[config.mk]
export PLATFORM = sky130hd
export DESIGN_NAME = debruijn_gen_flat
export DESIGN_NICKNAME = d
export VERILOG_FILES = /design/src/rtl/debruijn_gen_if.sv /design/src/rtl/debruijn_gen.sv /design/src/flat_wrapper.sv
export SDC_FILE = /design/constraint.sdc
export NUM_CORES = 1
export LEC_CHECK = 0
export CAP_MARGIN = 10
export CORE_MARGIN = 1
export CORE_UTILIZATION = 45
export DETAILED_ROUTE_END_ITERATION = 8
export PLACE_DENSITY_LB_ADDON = 0.1
export SLEW_MARGIN = 5
export SYNTH_ARGS = -nofsm -noshare
export SYNTH_HDL_FRONTEND = slang
export SYNTH_SLANG_ARGS = --single-unit
[constraint.sdc]
create_clock -name clk -period 1.9 [get_ports clk]
set_input_delay 0.19 -clock clk [delete_from_list [all_inputs] [get_ports clk]]
set_output_delay 0.19 -clock clk [all_outputs]
set_load 0.03 [all_outputs]
[src/rtl/debruijn_gen_if.sv]
// Bundle of the de Bruijn generator's control inputs and registered outputs.
// Handshake: there is no ready; bit_out is a live sequence bit exactly when
// valid=1, and the consumer must accept it in that cycle (it holds while en=0).
// state is a debug view of the generator FSM: 0=IDLE, 1=RUN, 2=HOLD.
interface debruijn_gen_if #(
    parameter int ORDER = 4
);
    logic             start;
    logic [ORDER-1:0] seed;
    logic             en;
    logic             loop;
    logic             bit_out;
    logic [ORDER-1:0] window;
    logic             valid;
    logic [ORDER-1:0] count;
    logic             done;
    logic [1:0]       state;

    modport master (
        output start, seed, en, loop,
        input  bit_out, window, valid, count, done, state
    );

    modport slave (
        input  start, seed, en, loop,
        output bit_out, window, valid, count, done, state
    );
endinterface

[src/rtl/debruijn_gen.sv]
// De Bruijn sequence generator: a maximal-length LFSR with a zero-insertion
// term so the ORDER-bit window walks all 2^ORDER states, including all-zeros,
// once per period. The sequence bit is the window MSB.
module debruijn_gen #(
    parameter int               ORDER = 4,
    parameter logic [ORDER-1:0] TAPS  = 4'b1100
) (
    input  logic               clk,
    input  logic               reset,
    debruijn_gen_if.slave      bus
);

    typedef enum logic [1:0] {
        S_IDLE = 2'd0,
        S_RUN  = 2'd1,
        S_HOLD = 2'd2
    } state_t;

    // Last count value of a period; reaching it with en=1 closes the period.
    localparam logic [ORDER-1:0] CNT_MAX = '1;

    state_t           state_q, state_n;
    logic [ORDER-1:0] window_q, window_n;
    logic [ORDER-1:0] count_q, count_n;
    logic             valid_q, valid_n;
    logic             done_q, done_n;
    logic             fb;
    logic [ORDER-1:0] window_adv;

    // Feedback: LFSR parity plus the zero-insertion term that splices the
    // all-zeros state between 10..0 and 0..01.
    always_comb begin
        fb         = (^(window_q & TAPS)) ^ (window_q[ORDER-2:0] == '0);
        window_adv = {window_q[ORDER-2:0], fb};
    end

    // Next-state and next-output logic; done is a pulse so it defaults low.
    always_comb begin
        state_n  = state_q;
        window_n = window_q;
        count_n  = count_q;
        valid_n  = valid_q;
        done_n   = 1'b0;
        case (state_q)
            S_IDLE, S_HOLD: begin
                valid_n = 1'b0;
                if (bus.start) begin
                    window_n = bus.seed;
                    count_n  = '0;
                    valid_n  = 1'b1;
                    state_n  = S_RUN;
                end
            end
            S_RUN: begin
                valid_n = 1'b1;
                if (bus.start) begin
                    window_n = bus.seed;
                    count_n  = '0;
                end else if (bus.en) begin
                    window_n = window_adv;
                    if (count_q == CNT_MAX) begin
                        count_n = '0;
                        done_n  = 1'b1;
                        // loop only matters here, at the wrap.
                        if (!bus.loop) begin
                            state_n = S_HOLD;
                            valid_n = 1'b0;
                        end
                    end else begin
                        count_n = count_q + 1'b1;
                    end
                end
            end
            default: begin
                state_n  = S_IDLE;
                window_n = '0;
                count_n  = '0;
                valid_n  = 1'b0;
            end
        endcase
    end

    // State and output registers; reset overrides start and en.
    always_ff @(posedge clk) begin
        if (reset) begin
            state_q  <= S_IDLE;
            window_q <= '0;
            count_q  <= '0;
            valid_q  <= 1'b0;
            done_q   <= 1'b0;
        end else begin
            state_q  <= state_n;
            window_q <= window_n;
            count_q  <= count_n;
            valid_q  <= valid_n;
            done_q   <= done_n;
        end
    end

    assign bus.bit_out = window_q[ORDER-1];
    assign bus.window  = window_q;
    assign bus.count   = count_q;
    assign bus.valid   = valid_q;
    assign bus.done    = done_q;
    assign bus.state   = state_q;

endmodule

[src/flat_wrapper.sv]
// flat-port wrapper written by rule: the top's interface ports become plain ports
module debruijn_gen_flat 
#(
    parameter int               ORDER = 4,
    parameter logic [ORDER-1:0] TAPS  = 4'b1100
)
  (clk, reset, bus_start, bus_seed, bus_en, bus_loop, bus_bit_out, bus_window, bus_valid, bus_count, bus_done, bus_state);
  debruijn_gen_if #(.ORDER(ORDER)) bus_i ();
  input  logic clk;
  input  logic reset;
  input wire logic [$bits(bus_i.start)-1:0] bus_start;
  input wire logic [$bits(bus_i.seed)-1:0] bus_seed;
  input wire logic [$bits(bus_i.en)-1:0] bus_en;
  input wire logic [$bits(bus_i.loop)-1:0] bus_loop;
  output wire logic [$bits(bus_i.bit_out)-1:0] bus_bit_out;
  output wire logic [$bits(bus_i.window)-1:0] bus_window;
  output wire logic [$bits(bus_i.valid)-1:0] bus_valid;
  output wire logic [$bits(bus_i.count)-1:0] bus_count;
  output wire logic [$bits(bus_i.done)-1:0] bus_done;
  output wire logic [$bits(bus_i.state)-1:0] bus_state;
  assign bus_i.start = bus_start;
  assign bus_i.seed = bus_seed;
  assign bus_i.en = bus_en;
  assign bus_i.loop = bus_loop;
  assign bus_bit_out = bus_i.bit_out;
  assign bus_window = bus_i.window;
  assign bus_valid = bus_i.valid;
  assign bus_count = bus_i.count;
  assign bus_done = bus_i.done;
  assign bus_state = bus_i.state;
  debruijn_gen #(.ORDER(ORDER), .TAPS(TAPS)) u_core (.clk(clk), .reset(reset), .bus(bus_i));
endmodule
==> results of run 1 <==
==> logic make-up after synthesis <==
kind of cell             after synthesis  synth area share, %
buffers and inverters                  3                 2.54
AO/OA/AOI/OAI                         21                 23.3
flip-flops                            12                 40.7
adder cells (fa/ha/maj)                1                 2.12
AND/OR/NAND/NOR                       32                 31.4
==> stage by stage <==
stage | util [%] | cells | cell area, µm² | setup WS (ns) | hold slack, ns
2_1_floorplan | - | 69 | 591 | 0.368 | 0.273
3_3_place_gp | 70.8 | 103 | 818 | 0.310 | 0.513
3_5_place_dp | 70.8 | 103 | 818 | 0.238 | 0.504
4_1_cts | 72.7 | 106 | 841 | 0.229 | 0.517
5_1_grt | 72.7 | 106 | 841 | 0.145 | 0.544
6_report | 72.7 | 106 | 841 | 0.239 | 0.515
==> tightest hold or removal path, stage by stage (launching register included) <==
cell,delay (ns)
dfxtp_1,0.35
nand2_1,0.07
a21oi_1,0.05
==> area by class of cell <==
| cell class | count | area (µm²) |
|---|---|---|
| Clock buffer | 3 | 22.5 |
| Fill cell | 91 | 315 |
| Multi-Input combinational cell | 54 | 335 |
| Sequential cell | 12 | 240 |
| Tap cell | 14 | 17.5 |
| Timing Repair Buffer | 23 | 225 |
==> registers in the layout, summed over array words and instances (netlist names) <==
signal / cells
u_core.bus.done: 1
u_core.bus.count: 4
u_core.bus.valid: 1
u_core.bus.state: 2
u_core.bus.window: 4
==> power breakdown <==
group,internal [mW],switching (mW)
registers,0.262,0.0124
logic,0.0581,0.0614
clock network,0.0730,0.0803
total,0.394,0.154
==> cells in the mapped netlist, types with 2 or more instances <==
cell | number | share of area [%]
nor2_1 | 6 | 3.8
a21oi_1 | 6 | 5.1
a2111oi_0 | 3 | 4.4
dfxtp_1 | 12 | 41
nor2b_1 | 4 | 4.2
or3_1 | 2 | 2.1
o21bai_1 | 3 | 3.8
nand2_1 | 2 | 1.3
nand2b_1 | 4 | 4.2
nor3_1 | 6 | 5.1
a211oi_1 | 2 | 2.5
nand4b_1 | 2 | 3.0
o21ai_0 | 4 | 3.4
clkbuf_1 | 2 | 1.3
==> placed cells by master (no fill, tap or decap) <==
cell	instances
nor3_1	6
clkbuf_4	3
o21bai_1	3
clkdlybuf4s50_1	21
nand3_1	1
or3_1	2
nor2_1	6
nand3b_1	1
nor2b_1	4
nand2_1	2
a211oi_1	2
o21ai_0	4
ha_1	1
buf_4	2
nand2b_1	4
a21oi_1	6
a32oi_1	1
nor4_1	1
nor3b_1	1
dfxtp_1	12
or3b_4	1
nand4b_1	2
a21o_1	1
or2b_1	1
o21a_1	1
a2111oi_0	3
==> how the worst max path moves through the flow <==
stage | startpoint | slack, ns | end | cells past startpoint
3_3_place_gp | bus_en | 0.31 | u_core.bus.count[3]$_SDFFE_PP0P_ | 5
3_5_place_dp | bus_en | 0.24 | u_core.bus.count[3]$_SDFFE_PP0P_ | 5
4_1_cts | u_core.bus.state[0]$_SDFFE_PP0P_ | 0.23 | bus_state[0] | 1
2_1_floorplan | u_core.bus.state[0]$_SDFFE_PP0P_ | 0.37 | u_core.bus.count[3]$_SDFFE_PP0P_ | 3
6_report | u_core.bus.state[0]$_SDFFE_PP0P_ | 0.24 | bus_state[0] | 1
5_1_grt | u_core.bus.state[0]$_SDFFE_PP0P_ | 0.14 | bus_state[0] | 1
==> routing by layer <==
layer	vias up	global-route usage (%)	share of wire (%)
met1	269	34.8	51
met3	2	1.74	5.0
li1	312	-	-
met4	0	5.36	0.29
met5	-	0	0
met2	21	31.8	43
==> impl_results.md, run 1 <==
* Detailed Route WL at 1.38 mm
* Reg clk slew, reported paths at ~0.07 ns
* Clock Skew at ~0.00077 ns
* RSZ-0062 raised after global routing: no
* Antenna fix cells at 0
* Pleak at between 0.2 and 0.3 nW
* Max VDD drop at between 0.4 and 0.5 mV
* Worst setup EP type: output pin
* Hold Path Origin: u_core.bus.count[1]$_SDFFE_PP0P_
* R2r setup slk at 0.42 ns
* Core Box Area at roughly 1200 µm²
* Crit Reg-Reg Startpoint: u_core.bus.state[0]$_SDFFE_PP0P_
* Critical path's top delay family: buffers and inverters
* Fmax at 0.602 GHz
* Min Tclk post-route at 1.66 ns
* Drt first pass iters at 4
* Die ar. at 1460 µm²
* Global route total overflow at 0
* DIE HEIGHT at around 38 µm
* First-pass GRT wire length at ~2.3 mm
* Vias in the first global route at 516
* CP Launch Type: register
* Area growth from synthesis to layout at 42.4%
* Power density over the cells at 651 nW/µm²
* Max cap viols at 0
* Post-CTS Resized at 0
* Crit-path max FO at 10
* Critical Path AT at 1.47 ns
* GRT Total Usage at 22.1%
* Rel. slew slack at 70.9%
* Worst Path Required at roughly 1.7 ns
* I/O pins at 22
* #FFs+latches synth at 12
* Mapped Avg Cell Area at 8.56 µm²
* Vias at between 600 and 700
* Syn. warnings at 0
* TNS Setup at 0 ns
* Seq/Total Area, Yosys at 40.7%
* CP Cell Sequence: clkdlybuf4s50_1
* Layout cells sized above 1 at 6.52%
* Worst Path Buf+Inv at 1
* Critical Path Max Stage Delay at 0.73 ns
* Cells after Synth at a little under 70
* Total power draw at 0.548 mW
* Wire per inst at about 13 µm
* Post-Syn Area at 591 µm²
* Worst skew pair latency at 0.26 ns
* FF-to-FF End: u_core.bus.count[3]$_SDFFE_PP0P_
* DP HPWL at slightly above 1 mm
* DR vias/cell at 5.70
* CTS tree: yes
* Initial antenna violation count at 0
* Final Cycle Share at around 87%
* H-tree levels at 1
* Hold Path Class: register to register
* Post CTS Setup Buffer Count at 0
* Tightest Pin Transition at 0.435 ns
* Layout Nets at 104
* Clk buf depth at 2
* I/O Buffers at 21
* Hold_buf cts at 0
* Status: finished clean
* Post-route ant nets at 0
* Row cnt at 12
* Final hold vios at 0
* TritonCTS Buffers at 3
* Netlist cell types at 25
* Initial Utilization at 51.1%
* WS Path Type: register to output pin
* Clock Sinks at 12
* Largest net degree at the start of global routing at 13
* DRC at 0
* Asr flop ratio synth at 0%
* Top_reg_cell synth: dfxtp_1
* Gpl congestion at about 0.90
* Synth Net Count at 79
* Root buffer cell: clkbuf_4
* Endpoints failing setup at 0
* Post-synth EDFFs at 0
* Worst Hold End: u_core.bus.count[1]$_SDFFE_PP0P_
* Worst reg2reg path depth at 4
* DRT iter0 DRCs at 14
* Hold Path Depth at 2
* Slowest cell on crit path: clkdlybuf4s50_1
* Die Wd at approximately 38 µm
* Max-slew violation count at 0
No activity file was read; power rests on OpenSTA's default activity.
==> inputs of run 2 (changes only) <==
--- a/config.mk
+++ b/config.mk
@@ -6,10 +6,10 @@
 export NUM_CORES = 1
 export LEC_CHECK = 0
 export CAP_MARGIN = 10
-export CORE_MARGIN = 1
+export CORE_MARGIN = 2
 export CORE_UTILIZATION = 45
 export DETAILED_ROUTE_END_ITERATION = 8
-export PLACE_DENSITY_LB_ADDON = 0.1
+export PLACE_DENSITY_LB_ADDON = 0.3
 export SLEW_MARGIN = 5
 export SYNTH_ARGS = -nofsm -noshare
 export SYNTH_HDL_FRONTEND = slang
==> impl_results.md, run 2 (synthesis gave the netlist of run 1 again) <==
* Reg clk slew, reported paths at 0.08 ns (was 0.07 ns)
* Root buffer cell: clkbuf_4 (unchanged)
* Clk buf depth at 2 (unchanged)
* Critical Path AT at 1.51 ns (was 1.47 ns)
* Critical path's top delay family: buffers and inverters (unchanged)
* DP HPWL at 1.07 mm (was 1.02 mm)
* Initial Utilization at 46.5% (was 51.1%)
* Initial antenna violation count at 0 (unchanged)
* DIE HEIGHT at 40.2 µm (was 38.2 µm)
* CP Cell Sequence: clkdlybuf4s50_1 (unchanged)
* Drt first pass iters at 4 (unchanged)
* Final hold vios at 0 (unchanged)
* Detailed Route WL at 1.60 mm (was 1.38 mm)
* Tightest Pin Transition at 0.467 ns (was 0.435 ns)
* Power density over the cells at 712 nW/µm² (was 651 nW/µm²)
* Gpl congestion at 0.775 (was 0.903)
* Die ar. at 1620 µm² (was 1460 µm²)
* Fill cell count at 110 (was 91)
* CP Launch Type: register (unchanged)
* Worst Path Buf+Inv at 1 (unchanged)
* Hold Path Class: register to register (unchanged)
* Layout cells sized above 1 at 6.52% (unchanged)
* Worst setup EP type: output pin (unchanged)
* Most frequent cells in the layout: clkdlybuf4s50_1 (21), dfxtp_1 (12), nor2_1 (6), a21oi_1 (6), nor3_1 (6) (unchanged)
* Final Cycle Share at 89.6% (was 87.4%)
* Worst skew pair latency at 0.28 ns (was 0.26 ns)
* CTS tree: yes (unchanged)
* Register area at 240 µm² (unchanged)
* I/O pins at 22 (unchanged)
* Fmax at 0.588 GHz (was 0.602 GHz)
* Vias in the first global route at 567 (was 516)
* WS Path Type: register to output pin (unchanged)
* TNS Setup at 0 ns (unchanged)
* Largest net degree at the start of global routing at 13 (unchanged)
* Vias at 628 (was 604)
* Area of the multi-input gates at 335 µm² (unchanged)
* First-pass GRT wire length at 2.45 mm (was 2.29 mm)
* Clock Skew at 0.00190 ns (was 0.000768 ns)
* Die Wd at 40.2 µm (was 38.2 µm)
* Min Tclk post-route at 1.70 ns (was 1.66 ns)
* Pre-CTS setup slack at 0.113 ns (was 0.238 ns)
* I/O Buffers at 21 (unchanged)
* Post CTS Setup Buffer Count at 0 (unchanged)
* RSZ-0062 raised after global routing: no (unchanged)
* Area growth from synthesis to layout at 43.6% (was 42.4%)
* DRT iter0 DRCs at 17 (was 14)
* Endpoints failing setup at 0 (unchanged)
* Max cap viols at 0 (unchanged)
* Post-route ant nets at 0 (unchanged)
* Clock Sinks at 12 (unchanged)
* Post-CTS Resized at 0 (unchanged)
* TritonCTS Buffers at 3 (unchanged)
* Critical Path Max Stage Delay at 0.73 ns (about the same)
* Final worst setup slack at 0.198 ns (was 0.239 ns)
* DRC at 0 (unchanged)
* Layout Nets at 103 (was 104)
* Worst Path Required at 1.71 ns (about the same)
* Rel. slew slack at 68.0% (was 70.9%)
* Max VDD drop at 0.402 mV (was 0.439 mV)
* GRT Total Usage at 23.6% (was 22.1%)
* Crit-path max FO at 10 (unchanged)
* Core Box Area at 1270 µm² (was 1160 µm²)
* Max-slew violation count at 0 (unchanged)
* H-tree levels at 1 (unchanged)
* Most common cell after layout, fill and taps aside: clkdlybuf4s50_1 (unchanged)
* DR vias/cell at 5.87 (was 5.70)
* Status: finished clean (unchanged)
* Slowest cell on crit path: clkdlybuf4s50_1 (unchanged)
* Global route total overflow at 0 (unchanged)
* Hold_buf cts at 0 (unchanged)
* Row cnt at 13 (was 12)
* Wire per inst at 14.9 µm (was 13.0 µm)
* Antenna fix cells at 0 (unchanged)
* Pleak at 0.301 nW (was 0.298 nW)
run 2: cell types whose count changed in the layout (fill, tap and decap cells not counted), sizes merged:
cell	delta
clkbuf	+1
buf	-1
run 2: worst paths after layout:
kind	start	to	slack, ns	cells past startpoint
max	u_core.bus.state[0]$_SDFFE_PP0P_	bus_state[0]	0.20	1
min	u_core.bus.count[1]$_SDFFE_PP0P_	u_core.bus.count[1]$_SDFFE_PP0P_	0.51	2
max reg2reg	u_core.bus.state[0]$_SDFFE_PP0P_	u_core.bus.count[3]$_SDFFE_PP0P_	0.32	4
min reg2reg	u_core.bus.count[1]$_SDFFE_PP0P_	u_core.bus.count[1]$_SDFFE_PP0P_	0.51	2
run 2: per-layer routing:
| metal | part of all wire (%) | vias up | global-route usage (%) |
|---|---|---|---|
| met2 | 47 | 34 | 39.9 |
| met1 | 41 | 278 | 25.9 |
| li1 | - | 307 | - |
| met5 | 0 | - | 0 |
| met3 | 7.4 | 9 | 4.44 |
| met4 | 4.7 | 0 | 17.5 |
run 2: final cells by class:
cell class	count	area share (%)
Timing Repair Buffer	22	25.7
Clock buffer	4	4.28
Multi-Input combinational cell	54	39.5
Tap cell	15	2.21
Sequential cell	12	28.3
run 2: power by group:
group          internal (mW)  switching (mW)  total [mW]
Sequential             0.262          0.0131       0.276
Combinational         0.0568          0.0625       0.119
Clock                  0.117          0.0929       0.210
run 2: stage by stage:
step	hold slack [ns]	area (µm²)	total power [mW]	util (%)	std cells
detailed placement	0.500	812	0.399	64.0	103
CTS	0.512	848	0.605	66.9	107
floorplan	0.273	591	0.347	-	69
global placement	0.496	812	0.397	64.0	103
finish	0.510	848	0.604	66.9	107
global route	0.541	848	0.619	66.9	107
==> inputs of run 3 (changes only) <==
--- a/config.mk
+++ b/config.mk
@@ -6,9 +6,10 @@
 export NUM_CORES = 1
 export LEC_CHECK = 0
 export CAP_MARGIN = 10
-export CORE_MARGIN = 2
+export CORE_MARGIN = 1.5
 export CORE_UTILIZATION = 45
 export DETAILED_ROUTE_END_ITERATION = 8
+export MAX_ROUTING_LAYER = met4
 export PLACE_DENSITY_LB_ADDON = 0.3
 export SLEW_MARGIN = 5
 export SYNTH_ARGS = -nofsm -noshare
==> impl_results.md, run 3 (synthesis gave the netlist of run 1 again) <==
* Status: finished clean (unchanged)
* Critical Path Max Stage Delay at 0.73 ns (about the same)
* Layout cells sized above 1 at 6.52% (unchanged)
* Initial antenna violation count at 0 (unchanged)
* RSZ-0062 raised after global routing: no (unchanged)
* Crit Reg-Reg Startpoint: u_core.bus.state[0]$_SDFFE_PP0P_ (unchanged)
* Power density over the cells at 713 nW/µm² (was 712 nW/µm²)
* Initial Utilization at 50.4% (was 46.5%)
* Root buffer cell: clkbuf_4 (unchanged)
* H-tree levels at 1 (unchanged)
* Crit-path max FO at 10 (unchanged)
* Global route total overflow at 0 (unchanged)
* Clk buf depth at 2 (unchanged)
* CTS tree: yes (unchanged)
* Most common cell after layout, fill and taps aside: clkdlybuf4s50_1 (unchanged)
* Vias in the first global route at 539 (was 567)
* Clock Skew at 0.00115 ns (was 0.00190 ns)
* WS Path Type: register to output pin (unchanged)
* Core Box Area at 1170 µm² (was 1270 µm²)
* CP Cell Sequence: clkdlybuf4s50_1 (unchanged)
* Tightest Pin Transition at 0.448 ns (was 0.467 ns)
* GRT Total Usage at 23.5% (was 23.6%)
* DRT iter0 DRCs at 11 (was 17)
* TritonCTS Buffers at 3 (unchanged)
* Hold Path Class: primary input to register (was register to register)
* Min Tclk post-route at 1.71 ns (was 1.70 ns)
* Endpoints failing setup at 0 (unchanged)
* Critical path's top delay family: buffers and inverters (unchanged)
* Gpl congestion at 0.818 (was 0.775)
* CP startpoint: u_core.bus.state[0]$_SDFFE_PP0P_ (unchanged)
* DRC at 0 (unchanged)
* First-pass GRT wire length at 2.29 mm (was 2.45 mm)
* Largest net degree at the start of global routing at 13 (unchanged)
* Rel. slew slack at 70.0% (was 68.0%)
* I/O Buffers at 21 (unchanged)
* FF-to-FF End: u_core.bus.count[3]$_SDFFE_PP0P_ (unchanged)
* Post CTS Setup Buffer Count at 0 (unchanged)
* DP HPWL at 1.04 mm (was 1.07 mm)
* Layout Nets at 103 (unchanged)
* Reg clk slew, reported paths at 0.08 ns (about the same)
* Pleak at 0.301 nW (unchanged)
* CP Launch Type: register (unchanged)
* Die ar. at 1540 µm² (was 1620 µm²)
* I/O pins at 22 (unchanged)
* Most frequent cells in the layout: clkdlybuf4s50_1 (21), dfxtp_1 (12), nor2_1 (6), a21oi_1 (6), nor3_1 (6) (unchanged)
* Slowest cell on crit path: clkdlybuf4s50_1 (unchanged)
* Worst setup EP type: output pin (unchanged)
* Critical Path AT at 1.52 ns (was 1.51 ns)
* Fmax at 0.584 GHz (was 0.588 GHz)
* Row cnt at 12 (was 13)
* Fill cell count at 101 (was 110)
* Worst Path Required at 1.71 ns (about the same)
* Min Hold Slack at 0.511 ns (was 0.510 ns)
* Die Wd at 39.2 µm (was 40.2 µm)
* TNS Setup at 0 ns (unchanged)
* Max cap viols at 0 (unchanged)
* Area of the multi-input gates at 335 µm² (unchanged)
* Detailed Route WL at 1.44 mm (was 1.60 mm)
* Area growth from synthesis to layout at 43.4% (was 43.6%)
* Post-CTS Resized at 0 (unchanged)
* Post-route ant nets at 0 (unchanged)
* Final Cycle Share at 90.2% (was 89.6%)
* Levels on crit path at 1 (unchanged)
* Final hold vios at 0 (unchanged)
* Worst reg2reg path depth at 4 (unchanged)
* Hold Path Origin: bus_seed[2] (was u_core.bus.count[1]$_SDFFE_PP0P_)
* Vias at 614 (was 628)
* Drt first pass iters at 4 (unchanged)
* DR vias/cell at 5.79 (was 5.87)
* Register area at 240 µm² (unchanged)
* Max-slew violation count at 0 (unchanged)
* Hold_buf cts at 0 (unchanged)
* Worst Path Buf+Inv at 1 (unchanged)
* Clock Sinks at 12 (unchanged)
* R2r setup slk at 0.37 ns (was 0.32 ns)
* DIE HEIGHT at 39.2 µm (was 40.2 µm)
* Worst skew pair latency at 0.28 ns (about the same)
* Wire per inst at 13.6 µm (was 14.9 µm)
* Antenna fix cells at 0 (unchanged)
* Max VDD drop at 0.363 mV (was 0.402 mV)
* Crit path to: bus_state[0] (unchanged)
## run 3: cell counts in the layout (fill, tap and decap cells not counted)
No cell type changed its count.
## run 3: stage by stage
step	instance area [µm²]	setup slack [ns]	utilization, %	instances	total power, mW
2_1_floorplan	591	0.368	-	69	0.347
3_3_place_gp	811	0.202	69.2	102	0.397
3_5_place_dp	811	0.153	69.2	102	0.399
4_1_cts	847	0.183	72.3	106	0.610
5_1_grt	847	0.141	72.3	106	0.627
6_report	847	0.186	72.3	106	0.604
## run 3: worst min-delay path by stage
stage	endpoint	slack [ns]	depth (start not counted)
finish	u_core.bus.window[2]$_SDFFE_PP0P_	0.51	3
global route	u_core.bus.window[2]$_SDFFE_PP0P_	0.53	3
CTS	u_core.bus.window[2]$_SDFFE_PP0P_	0.51	3
detailed placement	u_core.bus.count[3]$_SDFFE_PP0P_	0.51	2
global placement	u_core.bus.count[1]$_SDFFE_PP0P_	0.50	2
floorplan	u_core.bus.window[2]$_SDFFE_PP0P_	0.27	1
## run 3: metal layers
metal | vias to the layer above | global-route usage [%] | share of wire, %
li1 | 304 | - | -
met1 | 292 | 26.7 | 47
met2 | 14 | 37.9 | 46
met3 | 4 | 6.94 | 4.7
met4 | 0 | 10.3 | 1.5
met5 | - | - | 0
## run 3: where the power goes
group	total, mW	internal (mW)	switching [mW]
sequential	0.275	0.262	0.0130
clock	0.210	0.117	0.0936
combinational	0.118	0.0567	0.0616
total	0.604	0.436	0.168
## run 3: layout make-up
cell class	instances	share of cell area (%)
clock buffer	4	4.28
sequential	12	28.4
timing repair buffer	22	25.7
multi-input combinational	54	39.6
tap	14	2.07
